`src/rtl/nv_nvdla_bdma_intr_sched.sv`:
```
// rtl/nv_nvdla_bdma_intr_sched.sv - BDMA interrupt scheduler
// Counts per-group done pulses and round-robins them into the interrupt FIFO.
module nv_nvdla_bdma_intr_sched #(
   parameter int CNT_W = 4
) (
   input  logic             nvdla_core_clk,
   input  logic             nvdla_core_rstn,
   input  logic             grp0_done,
   input  logic             grp1_done,
   input  logic             grp0_intr_en,
   input  logic             grp1_intr_en,
   output logic             fifo_intr_wr_pvld,
   input  logic             fifo_intr_wr_prdy,
   output logic             fifo_intr_wr_pd,
   input  logic             fifo_intr_wr_idle,
   output logic [CNT_W-1:0] pend_cnt0,
   output logic [CNT_W-1:0] pend_cnt1,
   output logic             ovf_err,
   input  logic             ovf_clr,
   output logic             sched_idle
);

   typedef enum logic {ST_EMPTY = 1'b0, ST_PRESENT = 1'b1} state_t;
   localparam logic [CNT_W-1:0] CNT_MAX = '1;

   state_t           state_q, state_d;
   logic             pd_q, pd_d;
   logic             last_q, last_d;
   logic             ovf_q, ovf_d;
   logic [CNT_W-1:0] cnt0_q, cnt0_d;
   logic [CNT_W-1:0] cnt1_q, cnt1_d;
   logic             inc0, inc1, acc, dec0, dec1;
   logic             sat0, sat1, any_nz, sel;

   assign inc0 = grp0_done & grp0_intr_en;
   assign inc1 = grp1_done & grp1_intr_en;
   assign acc  = (state_q == ST_PRESENT) & fifo_intr_wr_prdy;
   assign dec0 = acc & ~pd_q;
   assign dec1 = acc & pd_q;

   always_comb begin
      cnt0_d = cnt0_q;
      sat0   = 1'b0;
      if (inc0 && !dec0) begin
         if (cnt0_q == CNT_MAX) sat0 = 1'b1;
         else                   cnt0_d = cnt0_q + 1'b1;
      end else if (dec0 && !inc0) begin
         cnt0_d = cnt0_q - 1'b1;
      end
   end

   always_comb begin
      cnt1_d = cnt1_q;
      sat1   = 1'b0;
      if (inc1 && !dec1) begin
         if (cnt1_q == CNT_MAX) sat1 = 1'b1;
         else                   cnt1_d = cnt1_q + 1'b1;
      end else if (dec1 && !inc1) begin
         cnt1_d = cnt1_q - 1'b1;
      end
   end

   // A lost pulse outranks a same-cycle clear.
   always_comb begin
      ovf_d = ovf_q;
      if (sat0 || sat1) ovf_d = 1'b1;
      else if (ovf_clr) ovf_d = 1'b0;
   end

   // Selection looks at post-increment, post-accept counts so there is no bubble.
   always_comb begin
      any_nz  = (cnt0_d != '0) || (cnt1_d != '0);
      if ((cnt0_d != '0) && (cnt1_d != '0)) sel = ~last_q;
      else                                  sel = (cnt0_d == '0);
      state_d = state_q;
      pd_d    = pd_q;
      last_d  = last_q;
      if ((state_q == ST_EMPTY) || acc) begin
         if (any_nz) begin
            state_d = ST_PRESENT;
            pd_d    = sel;
            last_d  = sel;
         end else begin
            state_d = ST_EMPTY;
         end
      end
   end

   always_ff @(posedge nvdla_core_clk) begin
      if (!nvdla_core_rstn) begin
         state_q <= ST_EMPTY;
         pd_q    <= 1'b0;
         last_q  <= 1'b1;
         ovf_q   <= 1'b0;
         cnt0_q  <= '0;
         cnt1_q  <= '0;
      end else begin
         state_q <= state_d;
         pd_q    <= pd_d;
         last_q  <= last_d;
         ovf_q   <= ovf_d;
         cnt0_q  <= cnt0_d;
         cnt1_q  <= cnt1_d;
      end
   end

   assign fifo_intr_wr_pvld = (state_q == ST_PRESENT);
   assign fifo_intr_wr_pd   = pd_q;
   assign pend_cnt0         = cnt0_q;
   assign pend_cnt1         = cnt1_q;
   assign ovf_err           = ovf_q;
   assign sched_idle        = (cnt0_q == '0) & (cnt1_q == '0) &
                              (state_q == ST_EMPTY) & fifo_intr_wr_idle;

endmodule

```
`config.mk`:
```
export PLATFORM = sky130hd
export DESIGN_NAME = nv_nvdla_bdma_intr_sched
export DESIGN_NICKNAME = d
export VERILOG_FILES = /design/src/rtl/nv_nvdla_bdma_intr_sched.sv
export SDC_FILE = /design/constraint.sdc
export NUM_CORES = 1
export LEC_CHECK = 0
export CELL_PAD_IN_SITES_DETAIL_PLACEMENT = 0
export CELL_PAD_IN_SITES_GLOBAL_PLACEMENT = 1
export CORE_AREA = 2 2 57 59
export CTS_CLUSTER_SIZE = 16
export DETAILED_ROUTE_END_ITERATION = 12
export DIE_AREA = 0 0 59 61
export GPL_TIMING_DRIVEN = 1
export PLACE_DENSITY_LB_ADDON = 0.15
export SYNTH_ARGS = -nofsm -noshare
export SYNTH_HDL_FRONTEND = slang
export SYNTH_SLANG_ARGS = --single-unit
```
`constraint.sdc`:
```
create_clock -name nvdla_core_clk -period 1.7 [get_ports nvdla_core_clk]
set_input_delay 0.34 -clock nvdla_core_clk [delete_from_list [all_inputs] [get_ports nvdla_core_clk]]
set_output_delay 0.34 -clock nvdla_core_clk [all_outputs]
set_load 0.01 [all_outputs]
```
==> results of run 1 <==
[what timing repair did]
action                                  CTS  global route
gates cloned                              0             0
buffers inserted                          7             5
pin swaps                                 5             4
gates resized for setup                  23            15
endpoints found under the setup margin    6             9
hold buffers                              0             0
[report_power, final]
group	switching, uW	internal [uW]	total, uW	leakage [uW]
logic	473	602	1080	0.000634
registers	53.1	354	407	0.000102
clock network	104	130	235	0.0000210
total	631	1090	1720	0.000757
[final cells by class]
cell class,instances,area (um2)
sequential,12,258
multi-input combinational,89,752
fill,268,1270
timing repair buffer,67,566
clock buffer,4,36.3
inverter,7,28.8
tap,33,41.3
[cells in the mapped netlist, types with 2 or more instances]
cell      number  area share, %
dfxtp_1       12             26
nand2_1       10            4.0
nand3_1        9            4.8
a21oi_1        7            3.7
ha_1           6            8.0
inv_1          6            2.4
nor2_1         6            2.4
nor3_1         6            3.2
and3_1         5            3.3
nor4_1         4            2.7
nand4_1        3            2.0
and2_1         2            1.3
buf_6          2            2.4
o211ai_1       2            1.6
o221ai_1       2            1.9
[worst register-to-register path: stages, from the launching register on]
cell and delay (ns):
dfxtp_2 0.33, buf_4 0.13, buf_6 0.12, ha_4 0.16, nand2b_4 0.13, or4_4 0.42, o211ai_2 0.09, nand4_1 0.12
nor2_2 0.21, o221ai_1 0.13
[sequential cells by signal, indices dropped and copies added (netlist names)]
name / count
pend_cnt1: 4
fifo_intr_wr_pd: 1
ovf_err: 1
last_q: 1
fifo_intr_wr_pvld: 1
pend_cnt0: 4
[metrics by stage]
| step | TNS, ns | hold slack (ns) | total power, uW |
|---|---|---|---|
| after floorplan | 0 | 0.419 | 907 |
| after global placement | -3.17 | 0.498 | 1310 |
| after detailed placement | -3.45 | 0.502 | 1320 |
| after CTS | -0.627 | 0.530 | 1670 |
| after global routing | -1.48 | 0.585 | 1840 |
| final | -1.10 | 0.537 | 1720 |
[logic make-up after synthesis]
| kind of cell | Yosys count |
|---|---|
| xor+xnor | 1 |
| compound gates | 24 |
| flops | 12 |
| buf+inv | 10 |
| simple gates | 55 |
| fa+ha+maj | 6 |
| mux | 3 |
[per-layer routing]
metal	global-route usage [%]	part of all wire (%)	up-vias
met5	0	0	-
met4	2.27	0.34	0
met3	4.48	4.1	2
met2	30.6	50	23
met1	21.4	45	509
li1	-	-	554
[worst min-delay path by stage]
stage / startpoint / end / cells past startpoint
4_1_cts: fifo_intr_wr_pd / fifo_intr_wr_pd / 2
6_report: ovf_err / ovf_err / 2
3_5_place_dp: fifo_intr_wr_pd / fifo_intr_wr_pd / 2
3_3_place_gp: fifo_intr_wr_pd / fifo_intr_wr_pd / 2
2_1_floorplan: nvdla_core_rstn / last_q / 1
5_1_grt: ovf_err / ovf_err / 2
==> summary.txt, run 1 <==
Cells and area
  – Ant diodes: 0
  – Post-layout util: 56.9%
  – Finished Layout Cells: 212
  – Final instance area: approximately 0.0017 mm2
  – Nets: 195
  – Layout cells sized above 1: a little over half
  – Most common cell after layout, fill and taps aside: buf_4
  – Layout area overhead: 79.9%
  – Most frequent cells in the layout: 44 x buf_4, 12 x clkdlybuf4s50_1, 9 x nand2_1

Yosys
  – Syn_area_per_cell: ~8.4 um2
  – Synth async-reset ratio: 0%
  – Post-Syn Area: just over 900 um2
  – Simple-gate share of the synthesized area: 33.5%
  – Largest family of logic cells by synthesized area: simple AND/OR/NAND/NOR gates
  – Post-Synth Adder-Cell Area: 8.03%
  – Syn Inst Count: 111
  – Post-synth EDFFs: 0
  – Top FF cell, synth: dfxtp_1
  – Yosys cell types: 44
  – Mux cell area share after synthesis: 5.09%
  – Post-synthesis xor/xnor area fraction: less than 1%
  – Flops & latches, synth: 12
  – Post-synthesis compound-gate area fraction: 21.2%
  – Count of warnings emitted by yosys: 0
  – Syn nets: about 130
  – Seq/Total Area, Yosys: 25.7%

Status
  – Status: complete, but fails checks
  – Failing checks: setup timing

STA
  – Setup ws final: -0.262 ns
  – Setup-failing EPs final: 5
  – Final Hold Vio Count: 0
  – Final max-slew violation count: 0
  – Tcrit/Tclk final: 115%
  – Slew headroom: about four fifths
  – Max Freq: 510 MHz
  – Final setup skew: around 0.00065 ns
  – RSZ-0062 raised after global routing: true
  – Final worst path period need: 1.96 ns
  – Worst Max-Slew Pin Slew: 0.308 ns

Global route
  – Initial antenna violation count: 0
  – Overall Global Routing Usage: 17.2%
  – Vias in the first global route: 1,053
  – First-pass GRT wire length: ~4700 um
  – GRT overflow: 0
  – Largest net degree at the start of global routing: 10

Critical path
  – Crit. path cell count: 9
  – CP cell instances: buf_4 -> buf_6 -> ha_4 -> nand2b_4 -> or4_4 -> o211ai_2 -> nand4_1 -> nor2_2 -> o221ai_1
  – FF-to-FF End: last_q
  – Critical R2R Launch: pend_cnt1[0]
  – R2R Setup Slk: -0.26 ns
  – Family with the most delay on the worst path: simple AND/OR/NAND/NOR gates
  – Slowest-stage cell, CP: or4_4
  – CP startpoint: pend_cnt1[0]
  – Critical path data arrival time: about 2.1 ns
  – Startpoint Class: flip-flop
  – Critical path class: flip-flop to flip-flop
  – Worst Setup EP: last_q
  – R2R depth: 9
  – Worst EP required: 1.85 ns
  – Critical path buffers and inverters: 2
  – Critical path capture point type: flip-flop
  – Critical path fanouts, max: 5
  – CP peak stage delay: 0.42 ns

Routing
  – Wire per inst: 13.7 um
  – DRT iter0 DRCs: 19
  – Total number of vias: 1,088
  – Routed WL: 2910 um
  – Drt drc: 0
  – Antenna-violating nets left: 0
  – Initial DRT Pass Iterations: 4
  – DR vias/cell: 5.13

Floorplan
  – Core Rows: 20
  – Initial Util: 31.7%
  – Boundary Pins: 21
  – Die ar.: around 0.0036 mm2
  – Die Span X: approximately 60 um
  – Die Span Y: around 61 um
  – Core Area: 0.00295 mm2

Clock network
  – CTS tree: built
  – CTS buffer count: 3
  – Sink Count: 12
  – Root Buffer Master: clkbuf_4
  – Clk slew on worst S/H paths: approximately 0.080 ns
  – Clock Path Buffers: 2
  – H-tree Lvls: 1
  – Clk_lat worst skew: 0.27 ns

Run
  – Max-cap violations: 0

Placement
  – Detail Placement HPWL: 2130 um
  – I/O Buffers: 20
  – Inst Count DP: 196
  – Post-place setup slack: -0.532 ns
  – GPL Wtd Cong: ~0.74
  – Placed Area: 0.00145 mm2

Power
  – Peak supply drop: 0.000640 V
  – Pwr dens: 1020 mW/mm2
  – Static leakage: 0.000757 uW

Worst hold path
  – Hold Crit Class: flip-flop to flip-flop
Note: power is estimated with default switching activity, not from simulation.
==> run 2: changes to the inputs <==
Settings changed: CORE_AREA 2 2 57 59 to 2 2 54 56, DIE_AREA 0 0 59 61 to 0 0 56 58.
Clock period 1.7 ns to 2.15 ns, I/O delays scaled along.
==> summary.txt, run 2 (synthesis results as in run 1) <==
Clock network
  – Clock Path Buffers: 2 (unchanged)
  – H-tree Lvls: 1 (unchanged)
  – CTS buffer count: 3 (unchanged)
  – Clk_lat worst skew: 0.27 ns (about the same)
  – Root Buffer Master: clkbuf_4
  – CTS tree: built
  – Sink Count: 12 (unchanged)
  – Clk slew on worst S/H paths: 0.08 ns (about the same)
  – Cts hold-fix bufs: 0 (unchanged)

Routing
  – Total number of vias: 984 (-9.6%)
  – Antenna-violating nets left: 0 (unchanged)
  – Routed WL: 2500 um (-14%)
  – M1 WL: 1210 um (-8.0%)
  – Routed wl met2: 1160 um (-21%)
  – DRT iter0 DRCs: 30 (+11)
  – Top Metal Used: met4
  – Wire per inst: 13.7 um (-0.66%)
  – Metal3 WL: 101 um (-15%)
  – Drt drc: 0 (unchanged)
  – Initial DRT Pass Iterations: 4 (unchanged)
  – DR vias/cell: 5.38 (+4.8%)

Floorplan
  – Core Area: 0.00266 mm2 (-9.8%)
  – Core Rows: 19 (-5.0%)
  – Boundary Pins: 21 (unchanged)
  – Die ar.: 0.00325 mm2 (-9.8%)
  – Die Span Y: 58 um (-4.9%)
  – Die Span X: 56 um (-5.1%)
  – Initial Util: 35.1% (+3.5 points)

Status
  – Status: complete, no violations

STA
  – Max Freq: 486 MHz
  – RSZ-0062 raised after global routing: false
  – Final setup skew: 0.00166 ns (+0.00101 ns)
  – Final Hold Vio Count: 0 (unchanged)
  – Fin Setup TNS: 0 ns (+1.10 ns)
  – Slew headroom: 75.0% (-4.3 points)
  – Final worst path period need: 2.06 ns
  – Tcrit/Tclk final: 95.6%
  – Setup-failing EPs final: 0 (-5)
  – Worst Max-Slew Pin Slew: 0.372 ns (+0.0640 ns)
  – Hold WS: 0.541 ns (+0.00341 ns)
  – Final max-slew violation count: 0 (unchanged)

Global route
  – Overall Global Routing Usage: 17.4% (+0.19 points)
  – Initial antenna violation count: 0 (unchanged)
  – First-pass GRT wire length: 4420 um (-6.2%)
  – GRT overflow: 0 (unchanged)
  – Largest net degree at the start of global routing: 10 (unchanged)
  – Vias in the first global route: 989 (-6.1%)

Critical path
  – Startpoint Class: flip-flop
  – R2R depth: 8 (-1)
  – FF-to-FF End: fifo_intr_wr_pvld
  – CP startpoint: pend_cnt1[1]
  – R2R Setup Slk: 0.21 ns (+0.47 ns)
  – Worst EP required: 1.72 ns (-0.13 ns)
  – Critical R2R Launch: pend_cnt1[0]
  – Critical path fanouts, max: 2 (-3)
  – Critical path data arrival time: 1.63 ns (-0.49 ns)
  – Critical path capture point type: output pin
  – Critical path class: flip-flop to output pin

Placement
  – Detail Placement HPWL: 2000 um (-6.3%)
  – Inst Count DP: 180 (-8.2%)
  – I/O Buffers: 20 (unchanged)
  – Placed Area: 0.00131 mm2 (-9.9%)
  – GPL Wtd Cong: 0.831 (+12%)

Power
  – Final Power: 1090 uW (-36%)
  – Peak supply drop: 0.000557 V (-13%)
  – Static leakage: 0.000557 uW (-26%)
  – Pwr dens: 820 mW/mm2 (-20%)

Worst hold path
  – Hold Crit Class: flip-flop to flip-flop
  – Hold path depth: 2 (unchanged)
  – Origin of the worst min-delay path: ovf_err
  – Hold Path Sink: ovf_err

Cells and area
  – Most common cell after layout, fill and taps aside: buf_4
  – Layout area overhead: 42.6%
  – Final instance area: 0.00133 mm2 (-21%)
  – Most frequent cells in the layout: 21 x buf_4, 19 x clkdlybuf4s50_1, 12 x dfxtp_1
  – Finished Layout Cells: 183 (-14%)
  – Nets: 169 (-13%)
  – Layout cells sized above 1: 26.3% (-27 points)
  – Ant diodes: 0 (unchanged)

Run
  – Max-cap violations: 0 (unchanged)
run 2: changes by cell type in the layout (fill, tap and decap cells not counted), moves of 4 or more:
| cell | previous run | this run |
|---|---|---|
| dfxtp_2 | 5 | 0 |
| inv_1 | 2 | 6 |
| dlymetal6s2s_1 | 4 | 0 |
| buf_4 | 44 | 21 |
| dfxtp_1 | 4 | 12 |
| clkdlybuf4s50_1 | 12 | 19 |
run 2: worst max-delay path by stage:
| stage | endpoint | slack [ns] | depth (start not counted) |
|---|---|---|---|
| 2_1_floorplan | sched_idle | 0.18 | 4 |
| 6_report | sched_idle | 0.09 | 5 |
| 5_1_grt | fifo_intr_wr_pd | 0.005 | 8 |
| 3_3_place_gp | fifo_intr_wr_pd | -0.13 | 7 |
| 4_1_cts | sched_idle | 0.007 | 5 |
| 3_5_place_dp | fifo_intr_wr_pd | -0.16 | 8 |
run 2: worst max-delay path, cell delays in order (launching register included):
cell	delay [ns]
dfxtp_1	0.31
inv_1	0.07
ha_1	0.13
or4b_4	0.45
nor4_2	0.22
buf_2	0.17
run 2: layer usage:
| metal | vias up | GRT usage, % |
|---|---|---|
| li1 | 503 | - |
| met1 | 458 | 23.4 |
| met2 | 19 | 27.6 |
| met3 | 4 | 5.58 |
| met4 | 0 | 3.40 |
| met5 | - | 0 |
run 2: what timing repair did:
| item | 4_1_cts | 5_1_grt |
|---|---|---|
| pin swaps | 0 | 1 |
| setup endpoints to repair | 1 | 2 |
| cloned | 0 | 0 |
| resized for setup | 6 | 2 |
| setup buffers | 0 | 0 |
run 2: layout make-up:
cell class	instances	area, um2
clock buffers	3	22.5
multi-input cells	89	652
inverters	7	26.3
well taps	31	38.8
fillers	275	1330
flip-flops and latches	12	240
repair buffers	41	353
run 2: through the flow:
step	worst slack, ns	util, %
6_report	0.0940	50.0
5_1_grt	0.00516	50.0
4_1_cts	0.00681	49.9
3_5_place_dp	-0.162	49.0
3_3_place_gp	-0.127	49.0
2_1_floorplan	0.183	-
run 2: where the power goes:
group / internal (uW) / total [uW] / switching, uW
Clock: 64.9 / 143 / 78.2
Combinational: 342 / 640 / 298
Sequential: 269 / 309 / 39.9
Total: 676 / 1090 / 416
